$ cat src/rtl/uart_out.sv
// uart_out: buffered 8N1 UART transmitter, LSB first.
//
// Bytes written via send/ready are queued in a DEPTH-entry FIFO and shifted
// out on uart_tx, each bit lasting CLKS_PER_BIT clocks. Consecutive queued
// bytes are sent back to back with no idle gap between frames.
//
// Ports:
//   clk      in   system clock, rising edge
//   rst_n    in   asynchronous active-low reset; aborts any frame in flight
//   byte_out in   byte to transmit, captured when send && ready
//   send     in   one-cycle write strobe
//   ready    out  FIFO not full (registered)
//   uart_tx  out  serial line, idle high, driven from a flop
//   busy     out  frame in progress or FIFO non-empty
//   overflow out  sticky: send seen while ready was low; cleared by reset only
module uart_out #(
    parameter int CLKS_PER_BIT = 234,
    parameter int DEPTH        = 16
) (
    input  logic       clk,
    input  logic       rst_n,
    input  logic [7:0] byte_out,
    input  logic       send,
    output logic       ready,
    output logic       uart_tx,
    output logic       busy,
    output logic       overflow
);

    localparam int            AW       = (DEPTH > 1) ? $clog2(DEPTH) : 1;
    localparam logic [15:0]   BIT_LAST = 16'(CLKS_PER_BIT - 1);
    localparam logic [AW:0]   FULL_CNT = (AW + 1)'(DEPTH);
    localparam logic [AW-1:0] PTR_ONE  = AW'(1);
    localparam logic [AW:0]   CNT_ONE  = (AW + 1)'(1);

    typedef enum logic [1:0] {IDLE, START, DATA, STOP} state_t;

    state_t          r_state, w_state_nxt;
    logic [15:0]     r_timer, w_timer_nxt;
    logic [2:0]      r_idx,   w_idx_nxt;
    logic [7:0]      r_shift, w_shift_nxt;
    logic            r_tx,    w_tx_nxt;

    logic [7:0]      r_mem [DEPTH];
    logic [AW-1:0]   r_wptr, r_rptr;
    logic [AW:0]     r_count, w_count_nxt;
    logic            r_ready;
    logic            r_overflow;

    logic            w_wr;
    logic            w_rd;
    logic            w_nonempty;
    logic            w_bit_last;
    logic [7:0]      w_head;

    // Acceptance uses the registered ready, so a pop in a full cycle cannot
    // make that same cycle's send accepted.
    assign w_wr       = send && r_ready;
    assign w_nonempty = (r_count != '0);
    assign w_bit_last = (r_timer == BIT_LAST);
    assign w_head     = r_mem[r_rptr];

    always_comb begin
        w_count_nxt = r_count;
        if (w_wr && !w_rd)
            w_count_nxt = r_count + CNT_ONE;
        else if (!w_wr && w_rd)
            w_count_nxt = r_count - CNT_ONE;
    end

    always_ff @(posedge clk) begin
        if (w_wr)
            r_mem[r_wptr] <= byte_out;
    end

    always_ff @(posedge clk or negedge rst_n) begin
        if (!rst_n) begin
            r_wptr     <= '0;
            r_rptr     <= '0;
            r_count    <= '0;
            r_ready    <= 1'b1;
            r_overflow <= 1'b0;
        end else begin
            if (w_wr)
                r_wptr <= r_wptr + PTR_ONE;
            if (w_rd)
                r_rptr <= r_rptr + PTR_ONE;
            r_count <= w_count_nxt;
            r_ready <= (w_count_nxt != FULL_CNT);
            if (send && !r_ready)
                r_overflow <= 1'b1;
        end
    end

    always_ff @(posedge clk or negedge rst_n) begin
        if (!rst_n) begin
            r_state <= IDLE;
            r_timer <= '0;
            r_idx   <= '0;
            r_shift <= '0;
            r_tx    <= 1'b1;
        end else begin
            r_state <= w_state_nxt;
            r_timer <= w_timer_nxt;
            r_idx   <= w_idx_nxt;
            r_shift <= w_shift_nxt;
            r_tx    <= w_tx_nxt;
        end
    end

    always_comb begin
        w_state_nxt = r_state;
        w_timer_nxt = w_bit_last ? '0 : r_timer + 16'd1;
        w_idx_nxt   = r_idx;
        w_shift_nxt = r_shift;
        w_rd        = 1'b0;

        unique case (r_state)
            IDLE: begin
                w_timer_nxt = '0;
                if (w_nonempty) begin
                    w_rd        = 1'b1;
                    w_shift_nxt = w_head;
                    w_idx_nxt   = '0;
                    w_state_nxt = START;
                end
            end
            START: begin
                if (w_bit_last)
                    w_state_nxt = DATA;
            end
            DATA: begin
                if (w_bit_last) begin
                    w_shift_nxt = {1'b0, r_shift[7:1]};
                    w_idx_nxt   = r_idx + 3'd1;
                    if (r_idx == 3'd7)
                        w_state_nxt = STOP;
                end
            end
            STOP: begin
                if (w_bit_last) begin
                    // Chain straight into the next start bit when data waits.
                    if (w_nonempty) begin
                        w_rd        = 1'b1;
                        w_shift_nxt = w_head;
                        w_idx_nxt   = '0;
                        w_state_nxt = START;
                    end else begin
                        w_state_nxt = IDLE;
                    end
                end
            end
            default: w_state_nxt = IDLE;
        endcase

        // Line level is registered from the next state so it is glitch-free.
        unique case (w_state_nxt)
            START:   w_tx_nxt = 1'b0;
            DATA:    w_tx_nxt = w_shift_nxt[0];
            default: w_tx_nxt = 1'b1;
        endcase
    end

    assign ready    = r_ready;
    assign uart_tx  = r_tx;
    assign busy     = (r_state != IDLE) || w_nonempty;
    assign overflow = r_overflow;

endmodule

$ cat config.mk
export PLATFORM = sky130hd
export DESIGN_NAME = uart_out
export DESIGN_NICKNAME = d
export VERILOG_FILES = /design/src/rtl/uart_out.sv
export SDC_FILE = /design/constraint.sdc
export NUM_CORES = 1
export LEC_CHECK = 0
export ABC_AREA = 1
export BUFFER_PORTS_ARGS = -buffer_cell sky130_fd_sc_hd__buf_2
export CORE_ASPECT_RATIO = 1.2
export CORE_UTILIZATION = 40
export DETAILED_ROUTE_END_ITERATION = 8
export HOLD_SLACK_MARGIN = 0.1
export PLACE_DENSITY = 0.65
export SYNTH_ARGS = -nofsm -noshare
export SYNTH_HDL_FRONTEND = slang
export SYNTH_SLANG_ARGS = --single-unit
$ cat constraint.sdc
create_clock -name clk -period 2.8 [get_ports clk]
set_input_delay 0 -clock clk [delete_from_list [all_inputs] [get_ports clk]]
set_output_delay 0 -clock clk [all_outputs]
set_load 0.05 [all_outputs]
Word-level counts from Yosys, hierarchy flattened:

Memory sizes are Yosys's and may differ from the RTL's.
Index checks and enable logic that the tools add are counted.

* bits of input ports: 11
* word-level logic and storage cells: 66
* memories kept: 1
* bits in latches: 0
* bits in read-only memories: 0
* RAM bits: 128
* flip-flop bits (word level): 45
* output and inout bits: 4

Memory list
* r_mem: words 16, bits a word 8, read ports 1, clocked after Yosys merged registers in 0, write ports 1, RTL line 44 `logic [7:0] r_mem [DEPTH];`

* magnitude comparators: 0
* equality and inequality tests: 10
* mux-type cells: 25
* multiply operators: 0
* reductions and logical operators: 13
* shift-type cells: 0
* bitwise logic cells: 0
* divide/modulo/power cells: 0
* add/sub/neg operators: 6

Operator list (number)
* $mux 16: 2
* $mux 8: 3
* $pmux 8 s3: 1
* $add 16x1->16 const B: 1
* $eq 16x8->1 const B: 1
* $mux 2: 5
* $mux 5: 2
* $mux 3: 3
* $pmux 3 s3: 1
* $add 4x1->4 const B: 2
* $pmux 2 s4: 1
* $eq 2x2->1 const B: 3
* $add 5x1->5 const B: 1
* $mux 1: 5
* $ne 5x5->1 const B: 1
* $reduce_bool 5->1: 1
* $sub 5x1->5 const B: 1
* $eq 2x1->1 const B: 2
* $logic_and 1x1->1: 4
* $ne 2x2->1 const B: 2
* $pmux 1 s2: 2
* $add 3x1->3 const B: 1
* $eq 3x3->1 const B: 1
* $logic_not 1->1: 3
* other kinds (5): 5

Longest topological paths before layout:

Gate-level depths: netlist of run 1.

* word-level depth: 8
* mapped depth: 17
* gate-level depth less buffers: 17

Worst setup path after synthesis of run 1:

Ideal clock, no wire load.

* path kind: flip-flop to flip-flop
* start point: register r_ready, in the netlist ready
* end point: memory r_mem[11][0], enable pin
* cell stages (with the launch flop): 6
* clock period less this slack: 2.240 ns
* data required time: 2.430 ns
* path slack: 0.560 ns
* buffers on the path: 1
* data arrival time: 1.870 ns
* library setup time: 0.370 ns
* cell sequence: dfstp_2 -> nand2_1 -> inv_1 -> clkbuf_1 -> nand2_1 -> nor2_1

* word-level cells in the longest chain between the ends: 3

Ends and longest elaborated chain
* from (decl): RTL line 47 `logic r_ready;`
* from (signal assigned): RTL line 89 `r_ready <= (w_count_nxt != FULL_CNT);`
* $logic_and 1x1->1: RTL line 58 `assign w_wr = send && r_ready;`
* $mux 1: RTL line 72 `if (w_wr)`
* $mux 1 (implied by the code): RTL line 73 `r_mem[r_wptr] <= byte_out;`
* to (decl): RTL line 44

Every way passes these cells.

Final worst setup path of run 1:

* start point: register r_ready, in the netlist ready
* end point: memory r_mem[11][7], enable pin

The elaborated chain is that of the path after synthesis.

==> flow_summary.ini, run 1 <==
[run_status]
status = finished clean

[placed_design]
port_buffers = 14
routabilityCongestion = 0.806
place_hpwl_um = 10900
place_inst = 983

[setup_path]
slowest_delay_ns = 0.57
cp_top_family = simple AND/OR/NAND/NOR gates
critPathKind = register to register
cp.required_ns = 2.86
worstPathCellList = nand2_1, inv_1, nand2_1, nor2_1
crit_path_start_kind = register
slowest_stage = nor2_1
path_buf_inv = 1
worst-path-stages = 4
r2r_cells = 4
critPathMaxFanout = 12
cp_common_cell = nand2_1
crit_arrival_ns = 2.28
end_kind = register

[clock_network]
cts_inserted_buffers = 17
h-tree-depth = 4
clk_pin_slew_ns = 0.07
cts_tree = done
numClockSinks = 173
holdBufCountCts = 10
cts-resized-gates = 0
cts_setup_buffers = 0
ctsRootBufferMaster = clkbuf_16
cts_buffer_depth = 2
clk_latency_ns = 0.44

[routing]
routed_wl_um = 17000
via_per_inst = 5.19
drc = 0
wl_per_cell_um = 16.6
antenna_left = 0
via_count = 5321
drtIter0Drc = 395
first_pass_iters = 4

[finish]
drive_above_1_share = 0.142
nNetsFinal = 785
fillers = 1794
multiInputGateArea_mm2 = 0.00252
area_growth_pct = 14.3
n_antenna_cell = 0
final_cells = 1025
seqCellArea_mm2 = 0.00497
utilization = 0.470

[timing]
relSlewSlack = 0.490
slew_viol_final = 0
setup_tns_ns = 0
fmax_ghz = 0.452
hold_viol = 0
clock_skew_ns = 0.0145
period_needed_ns = 2.21
grt_setup_unrepaired = false
tightest_slew_ns = 0.765
setup_violations = 0
min_period_over_period = 0.790

[grt]
grt_max_degree = 39
grt_overflow = 0
grt_pass1_vias = 5140
grt_antenna_before_repair = 0
grt_usage = 0.181
grt_pass1_wl_um = 27300

[logic_synthesis]
synth.most_common_cell = edfxtp_1
synth-seq-cells = 173
ys.flop_type = edfxtp_1
ys_warn_count = 0
synth_top_cell_area_share = 0.492
ys_async_sr_fraction = 0.260
syn_area_per_cell_um2 = 10.9
synth_cells = 718
synthesis.nets = 747
synth.distinct_cells = 39
synthTopCellsByCount = 128 x edfxtp_1, 113 x nor2_1, 101 x nand2_1, 79 x o21ai_0, 44 x inv_1
synth_edf_count = 128
yosysTopAreaCell = edfxtp_1
yosysSeqAreaShare = 0.637
synth.area.top_cells = edfxtp_1 49%, dfrtp_1 14%, nor2_1 5.4%
syn-cell-area_mm2 = 0.00781

[job]
cap_violations = 0

[die]
fp.coreArea_mm2 = 0.0190
rows = 55
io_pins = 15
die_w_um = 130
dieArea_mm2 = 0.0201
start_util = 0.411
die_h_um = 155

[power]
p_total_mw = 8.88
ir_drop_mv = 0.537
p_per_area_mw_per_mm2 = 996
p_leak_nw = 3.42

[min_path]
hold_class = primary input to async pin
area by class of cell:
class | count | area share
clock inverters | 15 | 0.0185
flip-flops and latches | 173 | 0.557
well taps | 256 | 0.0359
repair buffers | 46 | 0.0376
multi-input cells | 469 | 0.282
clock buffers | 17 | 0.0477
inverters | 49 | 0.0206
stage by stage:
stage	setup slack, ns	hold slack [ns]	area [um2]
2_1_floorplan	0.560	-0.296	7810
3_3_place_gp	0.664	0.118	8230
3_5_place_dp	0.575	0.123	8230
4_1_cts	0.567	0.200	8920
5_1_grt	0.387	0.268	8920
6_report	0.588	0.186	8920
final timing paths:
kind / from / end / slack, ns
min: rst_n / r_shift[6] / 0.19
max: ready / r_mem[11][7] / 0.59
min reg2reg: overflow / overflow / 0.48
min in group clk: send / overflow / 0.36
max in group asynchronous: rst_n / ready / 1.85
max reg2reg: ready / r_mem[11][7] / 0.59
placed cells by master, fill, tap and decap left out, types with 14 or more instances in the layout:
cell and n:
buf_2 14, ha_1 18, edfxtp_1 128, o21ai_0 79
nand3_1 39, o211ai_1 15, nand2_1 101, buf_4 22
inv_1 43, nor2_1 113, clkbuf_16 17, dfrtp_1 42
logic make-up (layout without fill, tap and decap cells):
logic type | count (synthesis) | in the layout | synth area share
buf+inv | 76 | 127 | 0.0407
fa+ha+maj | 18 | 18 | 0.0288
simple gates | 304 | 304 | 0.179
compound gates | 137 | 137 | 0.104
flops | 173 | 173 | 0.637
xor+xnor | 10 | 10 | 0.0112
worst register-to-register path, stage by stage (launching register included):
cell and delay (ns):
dfstp_2 0.54, nand2_1 0.17, inv_1 0.35, nand2_1 0.21, nor2_1 0.57
sequential cells by signal, indices dropped and copies added (netlist names), 2 cells and up:
register / cells
r_rptr: 4
r_idx: 3
r_state: 2
r_wptr: 4
r_shift: 8
r_count: 5
r_mem: 128
r_timer: 16
routing by layer:
layer | up-vias | global-route usage | wire, um
li1 | 2606 | - | -
met1 | 2592 | 0.237 | 7720
met2 | 103 | 0.304 | 8520
met3 | 20 | 0.0282 | 533
met4 | 0 | 0.0648 | 228
met5 | - | 0 | 0
report_power, final:
group          internal, mW  total, mW  switching, mW
registers              3.14       3.38          0.238
logic                 0.970       3.18           2.21
clock network          1.20       2.32           1.12
total                  5.31       8.88           3.57
(Power assumes the default switching activity.)
==> run 2, diff against run 1 <==
Settings changed: ABC_AREA 1 to 0.
Clock period 2.8 ns to 2.3 ns, I/O delays scaled along.
==> run 2 against run 1 <==
Worst setup slack worse by 0.49 ns; sequential power is 23% higher; sequential cell count did not move; sequential share of layout area is 0.66 points higher.
==> flow_summary.ini, run 2 <==
[run_status]
status = finished clean

[grt]
grt_max_degree = 28
grt_pass1_vias = 4279
grt_pass1_wl_um = 24200
grt_antenna_before_repair = 0
grt_usage = 0.168
grt_overflow = 0

[setup_path]
ff2ff_setup_slack_ns = 0.09
crit_arrival_ns = 2.50
r2r_cells = 6
end_kind = register
r2r_end = r_shift[3]
critPathMaxFanout = 7
r2r-start = r_rptr[0]
crit_start = r_rptr[0]
crit_path_start_kind = register
cp.required_ns = 2.59
cp-endpoint = r_shift[3]
critPathKind = register to register

[placed_design]
routabilityCongestion = 0.801
port_buffers = 14
place_hpwl_um = 9930
post_dp_cell_area_mm2 = 0.00803

[timing]
slew_viol_final = 0
setup_violations = 0
tightest_slew_ns = 0.863
min_period_over_period = 0.959
hold_viol = 0
relSlewSlack = 0.423
hold_slack_ns = 0.355
grt_setup_unrepaired = false
clock_skew_ns = 0.00790
period_needed_ns = 2.21
fmax_ghz = 0.453

[die]
die_h_um = 152
io_pins = 15
rows = 54
fp.coreArea_mm2 = 0.0183
start_util = 0.410
dieArea_mm2 = 0.0193
die_w_um = 127

[power]
p_leak_nw = 3.19
p_per_area_mw_per_mm2 = 1170
ir_drop_mv = 0.726
p_total_mw = 10.3

[logic_synthesis]
ys_async_sr_fraction = 0.260
synth_cells = 459
yosysTopAreaCell = edfxtp_1
ys_warn_count = 0
synth_edf_count = 128
synth.most_common_cell = edfxtp_1
synthTopCellsByCount = 128 x edfxtp_1, 43 x dfrtp_1, 39 x mux4_2, 24 x nor2_1, 19 x nand2_1
synth_top_cell_area_share = 0.512
muxShareOfSynthArea = 0.128
yosys.area_share.simple = 0.0866
synth.area.top_cells = edfxtp_1 51%, dfrtp_1 14%, mux4_2 12%
synth-seq-cells = 173
synth-xor-area-share = 0.0257
synthesis.nets = 488
yosysSeqAreaShare = 0.662
syn-cell-area_mm2 = 0.00751
yosys.area_share.adder = 0.0313
synth.distinct_cells = 60
ys.flop_type = edfxtp_1
syn_area_per_cell_um2 = 16.4
synth_top_family_by_area = multiplexers
synth_compound_area_frac = 0.0437

[job]
cap_violations = 0

[clock_network]
clk_pin_slew_ns = 0.07
clk_latency_ns = 0.43
ctsRootBufferMaster = clkbuf_16
numClockSinks = 173
cts_inserted_buffers = 17
h-tree-depth = 4
cts_buffer_depth = 2
cts_tree = done

[min_path]
hold_class = primary input to register

[finish]
largest_registers = r_mem x128, r_timer x16, r_shift x8
nNetsFinal = 549
top_register = r_mem
most-common-layout-cells = 128 x edfxtp_1, 42 x dfrtp_1, 39 x mux4_2, 32 x buf_4, 24 x nor2_1
final_common_cell = edfxtp_1
drive_above_1_share = 0.251
n_antenna_cell = 0
largest_register_ffs = 128
area_growth_pct = 17.5
design_area_mm2 = 0.00882

[routing]
wl_per_cell_um = 19.0
first_pass_iters = 5
via_count = 4119
routed_wl_um = 14900
antenna_left = 0
via_per_inst = 5.25
drtIter0Drc = 309
drc = 0
[run 2: cell types whose count changed after synthesis, moves of 15 or more]
cell	before	now
nand3_1	39	9
o211ai_1	15	0
mux4_2	0	39
nand2_1	101	19
nor2_1	113	24
inv_1	44	16
o21ai_0	79	4
[run 2: cell type report]
type,count,area [um2]
flip-flops and latches,173,4980
fillers,1526,9490
repair buffers,61,482
inverters,16,60.1
multi-input cells,251,2390
clock inverters,15,174
clock buffers,17,425
well taps,252,315
[run 2: per-layer routing]
metal,GRT usage,wire (um)
met3,0.0380,599
met4,0.0624,412
met2,0.282,7630
met5,0,0
met1,0.214,6300
[run 2: cells by family (layout without fill, tap and decap cells)]
family,Yosys count,in the layout
flops,173,173
simple gates,113,113
compound gates,50,50
mux,47,47
buf+inv,35,109
xor+xnor,22,22
fa+ha+maj,19,19
[run 2: repair_timing]
action	in CTS	in global routing
hold buffers	12	0
setup buffers	0	6
setup endpoints to repair	1	7
resized for setup	1	6
hold endpoints to repair	174	0
[run 2: power breakdown]
part           leakage, nW  switching, mW  internal [mW]
clock                0.283           1.32           1.55
sequential            1.74          0.337           3.82
combinational         1.17           1.61           1.64
total                 3.19           3.27           7.02
[run 2: worst max-delay path, stage by stage (launching register included)]
cell	delay, ns
dfrtp_4	0.50
buf_6	0.17
buf_12	0.13
mux4_2	0.53
mux4_2	0.49
a22oi_1	0.16
o21ai_1	0.09
[run 2: worst min path at each step]
stage	slack [ns]	start	end	cells past startpoint
after floorplan	-0.30	rst_n	overflow	0
after global placement	-0.02	rst_n	r_state[1]	1
after detailed placement	-0.02	rst_n	r_shift[7]	1
after CTS	0.35	send	overflow	3
after global routing	0.38	send	overflow	3
final	0.35	send	overflow	3
[run 2: metrics by stage]
stage	utilization	cells	setup WS [ns]	setup TNS (ns)
6_report	0.482	785	0.0948	0
5_1_grt	0.482	785	0.0118	0
4_1_cts	0.478	779	0.0649	0
3_5_place_dp	0.439	735	-0.0104	-0.0104
3_3_place_gp	0.439	735	0.0355	0
2_1_floorplan	-	459	0.101	0
